<file path="src/rtl/plate_assembler_pkg.sv">
// rtl/plate_assembler_pkg.sv - shared constants for the plate assembler and judge stage
//
// Purpose : state encoding, empty-slot marker and the default geometry shared by
//           plate_assembler, its interface and the upstream judge stage.
// Ports   : none (package).
package plate_assembler_pkg;

  // FSM encoding kept as plain constants so legacy tooling can decode the state bits.
  localparam logic [1:0] ST_IDLE    = 2'd0;
  localparam logic [1:0] ST_COLLECT = 2'd1;
  localparam logic [1:0] ST_OUTPUT  = 2'd2;

  localparam int DEFAULT_NUM_CHARS = 7;
  localparam int CHAR_IDX_W        = 4;   // index width produced by the judge stage
  localparam int DEFAULT_TMO_W     = 24;

  localparam logic [CHAR_IDX_W-1:0] EMPTY_SLOT = 4'hF;

  typedef logic [CHAR_IDX_W-1:0] char_idx_t;

endpackage

</file>
<file path="src/rtl/plate_assembler_if.sv">
// rtl/plate_assembler_if.sv - finished-plate valid/ready bundle
//
// Purpose : carries one assembled plate from the assembler to the CPU-side register block.
// Signals : plate_valid  master->slave  plate word available
//           plate_ready  slave->master  consumer accepts the plate
//           plate_data   master->slave  NUM_CHARS*IDX_W, slot 0 in the low bits
//           plate_count  master->slave  characters actually captured
//           plate_error  master->slave  plate closed by stall timeout
interface plate_assembler_if #(
  parameter int NUM_CHARS = plate_assembler_pkg::DEFAULT_NUM_CHARS,
  parameter int IDX_W     = plate_assembler_pkg::CHAR_IDX_W
) ();

  logic                       plate_valid;
  logic                       plate_ready;
  logic [NUM_CHARS*IDX_W-1:0] plate_data;
  logic [3:0]                 plate_count;
  logic                       plate_error;

  modport master (
    output plate_valid,
    output plate_data,
    output plate_count,
    output plate_error,
    input  plate_ready
  );

  modport slave (
    input  plate_valid,
    input  plate_data,
    input  plate_count,
    input  plate_error,
    output plate_ready
  );

endinterface

</file>
<file path="src/rtl/plate_stall_timer.sv">
// rtl/plate_stall_timer.sv - saturating per-character stall timer
//
// Purpose : counts idle cycles between characters and flags expiry at the limit.
// Ports   : clk, rst_n  clock, async active-low reset
//           clear       restart counting from zero (wins over enable)
//           enable      count this cycle
//           limit       expiry limit in cycles, 0 disables expiry
//           expire      combinational pulse: this enabled cycle completes the limit
module plate_stall_timer #(
  parameter int TMO_W = plate_assembler_pkg::DEFAULT_TMO_W
) (
  input  logic             clk,
  input  logic             rst_n,
  input  logic             clear,
  input  logic             enable,
  input  logic [TMO_W-1:0] limit,
  output logic             expire
);

  logic [TMO_W-1:0] count;

  always_ff @(posedge clk or negedge rst_n) begin
    if (!rst_n) begin
      count <= '0;
    end else if (clear) begin
      count <= '0;
    end else if (enable && (count != '1)) begin
      count <= count + TMO_W'(1);
    end
  end

  // count holds the idle cycles already elapsed, so the limit-th idle cycle is count==limit-1.
  assign expire = enable && !clear && (limit != '0) && (count == limit - TMO_W'(1));

endmodule

</file>
<file path="src/rtl/plate_assembler.sv">
// rtl/plate_assembler.sv - packs judged character indices into one plate word
//
// Purpose : captures one index per rising recognize_done, packs NUM_CHARS of them,
//           hands the plate over a valid/ready bundle and closes stalled plates on timeout.
// Ports   : clk, rst_n      clock, async active-low reset
//           frame_start     pulse, begins (or restarts) a plate
//           char_index      index from the judge, stable while recognize_done is high
//           recognize_done  level from the judge, rising edge = one new character
//           tmo_cycles      stall limit, 0 disables the timeout
//           all_done        to the judge: plate complete or aborted
//           busy            collecting characters
//           overrun         sticky, character edge seen outside collection
//           plate           finished-plate bundle (master side)
module plate_assembler
  import plate_assembler_pkg::*;
#(
  parameter int NUM_CHARS = DEFAULT_NUM_CHARS,
  parameter int IDX_W     = CHAR_IDX_W,
  parameter int TMO_W     = DEFAULT_TMO_W
) (
  input  logic             clk,
  input  logic             rst_n,
  input  logic             frame_start,
  input  logic [IDX_W-1:0] char_index,
  input  logic             recognize_done,
  input  logic [TMO_W-1:0] tmo_cycles,
  output logic             all_done,
  output logic             busy,
  output logic             overrun,
  plate_assembler_if.master plate
);

  localparam int                   DATA_W      = NUM_CHARS * IDX_W;
  localparam logic [DATA_W-1:0]    EMPTY_PLATE = {NUM_CHARS{IDX_W'(EMPTY_SLOT)}};
  localparam logic [3:0]           LAST_SLOT   = 4'(NUM_CHARS - 1);

  logic [1:0]        state_q;
  logic              rd_q;
  logic [DATA_W-1:0] data_q;
  logic [3:0]        count_q;
  logic              error_q;
  logic              overrun_q;

  logic char_evt;
  logic timer_clear;
  logic timer_en;
  logic expire;

  // A level already high on COLLECT entry is not an event until it drops and rises again.
  assign char_evt    = recognize_done & ~rd_q;
  assign timer_clear = frame_start | char_evt;
  assign timer_en    = (state_q == ST_COLLECT) & ~char_evt;

  plate_stall_timer #(.TMO_W(TMO_W)) u_timer (
    .clk    (clk),
    .rst_n  (rst_n),
    .clear  (timer_clear),
    .enable (timer_en),
    .limit  (tmo_cycles),
    .expire (expire)
  );

  always_ff @(posedge clk or negedge rst_n) begin
    if (!rst_n) begin
      state_q   <= ST_IDLE;
      rd_q      <= 1'b0;
      data_q    <= EMPTY_PLATE;
      count_q   <= 4'd0;
      error_q   <= 1'b0;
      overrun_q <= 1'b0;
    end else begin
      rd_q <= recognize_done;
      case (state_q)
        ST_IDLE: begin
          if (frame_start) begin
            state_q   <= ST_COLLECT;
            data_q    <= EMPTY_PLATE;
            count_q   <= 4'd0;
            error_q   <= 1'b0;
            overrun_q <= 1'b0;
          end else if (char_evt) begin
            overrun_q <= 1'b1;
          end
        end
        ST_COLLECT: begin
          // A restart beats a coincident character, which is dropped.
          if (frame_start) begin
            data_q    <= EMPTY_PLATE;
            count_q   <= 4'd0;
            error_q   <= 1'b0;
            overrun_q <= 1'b0;
          end else if (char_evt) begin
            for (int i = 0; i < NUM_CHARS; i++) begin
              if (count_q == 4'(i)) data_q[i*IDX_W +: IDX_W] <= char_index;
            end
            count_q <= count_q + 4'd1;
            if (count_q == LAST_SLOT) begin
              state_q <= ST_OUTPUT;
              error_q <= 1'b0;
            end
          end else if (expire) begin
            state_q <= ST_OUTPUT;
            error_q <= 1'b1;
          end
        end
        ST_OUTPUT: begin
          if (char_evt) overrun_q <= 1'b1;
          if (plate.plate_ready) state_q <= ST_IDLE;
        end
        default: state_q <= ST_IDLE;
      endcase
    end
  end

  assign busy              = (state_q == ST_COLLECT);
  assign all_done          = (state_q == ST_OUTPUT);
  assign overrun           = overrun_q;
  assign plate.plate_valid = (state_q == ST_OUTPUT);
  assign plate.plate_data  = data_q;
  assign plate.plate_count = count_q;
  assign plate.plate_error = error_q;

endmodule
</file>
<file path="src/flat_wrapper.sv">
// flat-port wrapper written by rule: the top's interface ports become plain ports
module plate_assembler_flat import plate_assembler_pkg::*;
#(
  parameter int NUM_CHARS = DEFAULT_NUM_CHARS,
  parameter int IDX_W     = CHAR_IDX_W,
  parameter int TMO_W     = DEFAULT_TMO_W
)
  (clk, rst_n, frame_start, char_index, recognize_done, tmo_cycles, all_done, busy, overrun, plate_plate_valid, plate_plate_data, plate_plate_count, plate_plate_error, plate_plate_ready);
  plate_assembler_if #(.NUM_CHARS(NUM_CHARS), .IDX_W(IDX_W)) plate_i ();
  input  logic clk;
  input  logic rst_n;
  input  logic frame_start;
  input  logic [IDX_W-1:0] char_index;
  input  logic recognize_done;
  input  logic [TMO_W-1:0] tmo_cycles;
  output logic all_done;
  output logic busy;
  output logic overrun;
  output wire logic [$bits(plate_i.plate_valid)-1:0] plate_plate_valid;
  output wire logic [$bits(plate_i.plate_data)-1:0] plate_plate_data;
  output wire logic [$bits(plate_i.plate_count)-1:0] plate_plate_count;
  output wire logic [$bits(plate_i.plate_error)-1:0] plate_plate_error;
  input wire logic [$bits(plate_i.plate_ready)-1:0] plate_plate_ready;
  assign plate_plate_valid = plate_i.plate_valid;
  assign plate_plate_data = plate_i.plate_data;
  assign plate_plate_count = plate_i.plate_count;
  assign plate_plate_error = plate_i.plate_error;
  assign plate_i.plate_ready = plate_plate_ready;
  plate_assembler #(.NUM_CHARS(NUM_CHARS), .IDX_W(IDX_W), .TMO_W(TMO_W)) u_core (.clk(clk), .rst_n(rst_n), .frame_start(frame_start), .char_index(char_index), .recognize_done(recognize_done), .tmo_cycles(tmo_cycles), .all_done(all_done), .busy(busy), .overrun(overrun), .plate(plate_i));
endmodule
</file>
<file path="config.mk">
export PLATFORM = sky130hd
export DESIGN_NAME = plate_assembler_flat
export DESIGN_NICKNAME = d
export VERILOG_FILES = /design/src/rtl/plate_assembler_pkg.sv /design/src/rtl/plate_assembler_if.sv /design/src/rtl/plate_stall_timer.sv /design/src/rtl/plate_assembler.sv /design/src/flat_wrapper.sv
export SDC_FILE = /design/constraint.sdc
export NUM_CORES = 1
export LEC_CHECK = 0
export ABC_AREA = 1
export ABC_CLOCK_PERIOD_IN_PS = 3050
export CAP_MARGIN = 10
export CORE_ASPECT_RATIO = 0.5
export CORE_MARGIN = 4
export CORE_UTILIZATION = 35
export CTS_CLUSTER_SIZE = 20
export DETAILED_ROUTE_END_ITERATION = 10
export HOLD_SLACK_MARGIN = 0.1
export PLACE_DENSITY = 0.61
export SLEW_MARGIN = 20
export SYNTH_ARGS = -nofsm -noshare
export SYNTH_HDL_FRONTEND = slang
export SYNTH_SLANG_ARGS = --single-unit
</file>
<file path="constraint.sdc">
create_clock -name clk -period 3.05 [get_ports clk]
set_input_delay 0.61 -clock clk [delete_from_list [all_inputs] [get_ports clk]]
set_output_delay 0.61 -clock clk [all_outputs]
set_load 0.05 [all_outputs]
</file>
==> impl_metrics.json <==
{
  "status": "completed",
  "port-buffer-count": 69,
  "final_common_cell": "nand2_1",
  "power_density_nw_per_um2": 815,
  "worstPathArrival_ns": 2.99,
  "grtUsageTotal_pct": 16.5,
  "diodes": 0,
  "netlist_area_um2": 4070,
  "synth_top_family_by_area": "simple AND/OR/NAND/NOR gates",
  "initial_core_util_pct": 36.4,
  "synth-seq-cells": 61,
  "viasPerCell": 4.72,
  "final_cell_mix": "171 x nand2_1, 81 x nor2_1, 68 x inv_1, 68 x clkdlybuf4s50_1, 45 x o21ai_0",
  "fin_crit_sh_pct": 90.6,
  "die_width_um": 161,
  "firstDrtPassIters": 5,
  "grt_pass1_vias": 3744,
  "clk_path_buf_depth": 2,
  "cts_buffers": 9,
  "finalClockSkew_ns": 0.00785,
  "clkTransAtPathRegs_ns": 0.05,
  "area_growth_pct": 29.4,
  "cts.sinks": 61,
  "synth_mux_area_share_pct": 0,
  "synth-xor-area-share_pct": 4.30,
  "worstSkewPairLatency_ns": 0.33,
  "worstSetupEndpointType": "flip-flop",
  "critPathKind": "input port to flip-flop",
  "p_leak_nw": 2.33,
  "drv_cap": 0,
  "critical_path.startpoint": "tmo_cycles[0]",
  "fin_crit_ns": 2.76,
  "cts_hold_buf": 0,
  "fin_util_pct": 47.1,
  "yosysUniqueCellTypes": 41,
  "fin_ws_ns": 0.285,
  "grt_antenna_before_repair": 0,
  "cp_slowest_stage_delay_ns": 0.44,
  "cts_tree": "done",
  "finalHoldViolCount": 0,
  "crit_path_frequent_cell": "nand2_1",
  "grt_max_degree": 38,
  "slew_headroom_pct": 47.6,
  "drcViolationCount": 0,
  "yosysWarningCount": 0,
  "setup_viol": 0,
  "power_w": 0.00429,
  "required_ns": 3.27,
  "dieArea_um2": 13500,
  "synth_cells": 575,
  "cts_resized": 0,
  "tns_ns": 0,
  "crit_chain": "clkdlybuf4s50_1 -> inv_1 -> ha_1 -> nand2_1 -> nor2_2 -> nand2_1 -> nand2_1 -> nand2_1 -> inv_1 -> nand2_1 -> nor2_1 -> nand2_1 -> nor2_1 -> nand3_1 -> nand2_1 -> nand2_1 -> nand3_1 -> nand2_1",
  "synth_compound_area_share_pct": 11.3,
  "worst_slew_pin_slew_ns": 0.786,
  "nets": 699,
  "drv_slew": 0,
  "grt_setup_unrepaired": "no",
  "overflow": 0,
  "postSynthAreaPerCell_um2": 7.08,
  "syn_nets": 619,
  "drive_gt1_share_pct": 11.2,
  "routed_wl_um": 10700,
  "cts_root_buf": "clkbuf_16",
  "critical_path_buf_inv_count": 3,
  "fp-row-count": 27,
  "h-tree-depth": 3,
  "cts_setup_buffers": 0,
  "ant_nets": 0,
  "irDropWorstVdd_mv": 0.759,
  "worstSetupStartpointType": "input port",
  "core_area_um2": 11200,
  "rr_startpoint": "u_core.state_q[1]",
  "die_h_um": 84.3,
  "crit_family": "simple AND/OR/NAND/NOR gates",
  "gp_congestion": 0.870,
  "synthSimpleGateAreaFrac_pct": 34.8,
  "crit_slowest_cell": "clkdlybuf4s50_1",
  "drt_iter0_markers": 209,
  "grt_pass1_wl_um": 18300,
  "num_vias": 3863,
  "crit_fanout": 12,
  "wl_per_cell_um": 13.1,
  "hpwl_um": 8400,
  "ys_seq_area_share_pct": 38.3,
  "io_pins": 70,
  "fmax_mhz": 362,
  "hp-class": "input port to async pin",
  "place_worst_setup_slack_ns": -0.0791,
  "synth_adder_area_share_pct": 3.38
}
-- state kept, by name (all words and copies together), names as in the netlist --
register and cells:
u_core.plate.plate_count 4, u_core.overrun 1, u_core.rd_q 1, u_core.plate.plate_data 28, u_core.u_timer.count 24, u_core.plate.plate_error 1
u_core.state_q 2
-- final cells by class --
| class | count | area [um^2] |
|---|---|---|
| sequential | 61 | 1560 |
| inverter | 72 | 273 |
| timing repair buffer | 75 | 731 |
| clock inverter | 6 | 67.6 |
| tap | 159 | 199 |
| fill | 1128 | 5910 |
| clock buffer | 10 | 250 |
| multi-input combinational | 436 | 2190 |
-- cells by family (layout without fill, tap and decap cells) --
group | after synthesis | after routing
simple gates | 324 | 324
fa+ha+maj | 11 | 11
xor+xnor | 20 | 20
flops | 61 | 61
buf+inv | 78 | 163
compound gates | 81 | 81
-- per-stage QoR --
stage                     cell area [um^2]  hold WS, ns  std cells
after CTS                             5270        0.392        819
after global placement                4950        0.475        803
after global routing                  5270        0.441        819
after detailed placement              4950        0.483        803
final                                 5270        0.361        819
after floorplan                       4070        0.314        575
-- worst reg2reg max path: stages (launching register included) --
cell and delay [ns]:
dfrtp_1 0.41, inv_1 0.11, ha_1 0.24, inv_1 0.12, nor2_1 0.13, nand2_1 0.11
nor2_1 0.14, nand2_1 0.07, nor2_1 0.08, nand2_1 0.06, nor2_1 0.10, nand2_1 0.06
nor2_1 0.10, nand3_1 0.19, nand2_1 0.13, nand2_1 0.08, nand3_1 0.08, nand2_1 0.05
-- path summary, 6_finish.rpt --
path	to	slack [ns]	depth (start not counted)
max	u_core.state_q[0]	0.29	18
min	u_core.u_timer.count[21]	0.36	1
max reg2reg	u_core.state_q[0]	0.70	17
min reg2reg	u_core.plate.plate_data[5]	0.49	2
max in group asynchronous	u_core.u_timer.count[0]	1.99	2
min in group clk	u_core.plate.plate_data[5]	0.49	2
-- report_power, final --
part           switching, W  internal [W]  leakage, nW
clock network      0.000385      0.000685        0.155
registers          0.000144       0.00115        0.749
logic               0.00132      0.000606         1.43
-- metal layers --
metal	GRT usage, %	part of all wire (%)	routed length [um]
met1	22.7	49	5290
met2	25.9	43	4590
met3	4.32	6.4	682
met4	4.61	1.3	141
met5	0	0	0
-- cell usage after synthesis --
| master | number | share of area [%] |
|---|---|---|
| nand3_1 | 28 | 3.4 |
| nand2_2 | 1 | 0.15 |
| nand4_1 | 8 | 1.2 |
| nand2_1 | 171 | 16 |
| o21a_1 | 5 | 0.92 |
| or2_4 | 1 | 0.22 |
| xnor2_1 | 10 | 2.2 |
| nand3_4 | 1 | 0.43 |
| a2bb2oi_1 | 1 | 0.22 |
| buf_4 | 2 | 0.37 |
| dfrtp_1 | 33 | 20 |
| or2_0 | 1 | 0.15 |
| ha_1 | 11 | 3.4 |
| o21ba_2 | 1 | 0.25 |
| nand3_2 | 2 | 0.49 |
| a211oi_1 | 1 | 0.18 |
| a21oi_1 | 18 | 2.2 |
| a41oi_1 | 2 | 0.43 |
| o21ai_0 | 45 | 5.5 |
| nor4_1 | 4 | 0.61 |
| buf_2 | 1 | 0.12 |
| nand2_4 | 2 | 0.55 |
| clkbuf_2 | 1 | 0.12 |
| inv_1 | 68 | 6.3 |
| or2_2 | 1 | 0.15 |
| nor3b_1 | 1 | 0.18 |
| nor2_2 | 3 | 0.46 |
| nand3b_2 | 1 | 0.28 |
| nor2_1 | 81 | 7.5 |
| inv_4 | 1 | 0.15 |
| xor2_1 | 10 | 2.2 |
| clkbuf_8 | 1 | 0.34 |
| o21ai_2 | 1 | 0.22 |
| a21oi_4 | 1 | 0.40 |
| nand3b_1 | 6 | 1.1 |
| buf_6 | 1 | 0.28 |
| inv_2 | 3 | 0.28 |
| a31oi_1 | 6 | 0.92 |
| dfstp_2 | 28 | 18 |
| nor3_1 | 8 | 0.98 |
| nor2_4 | 4 | 1.1 |
Note: power is estimated with default switching activity, not from simulation.
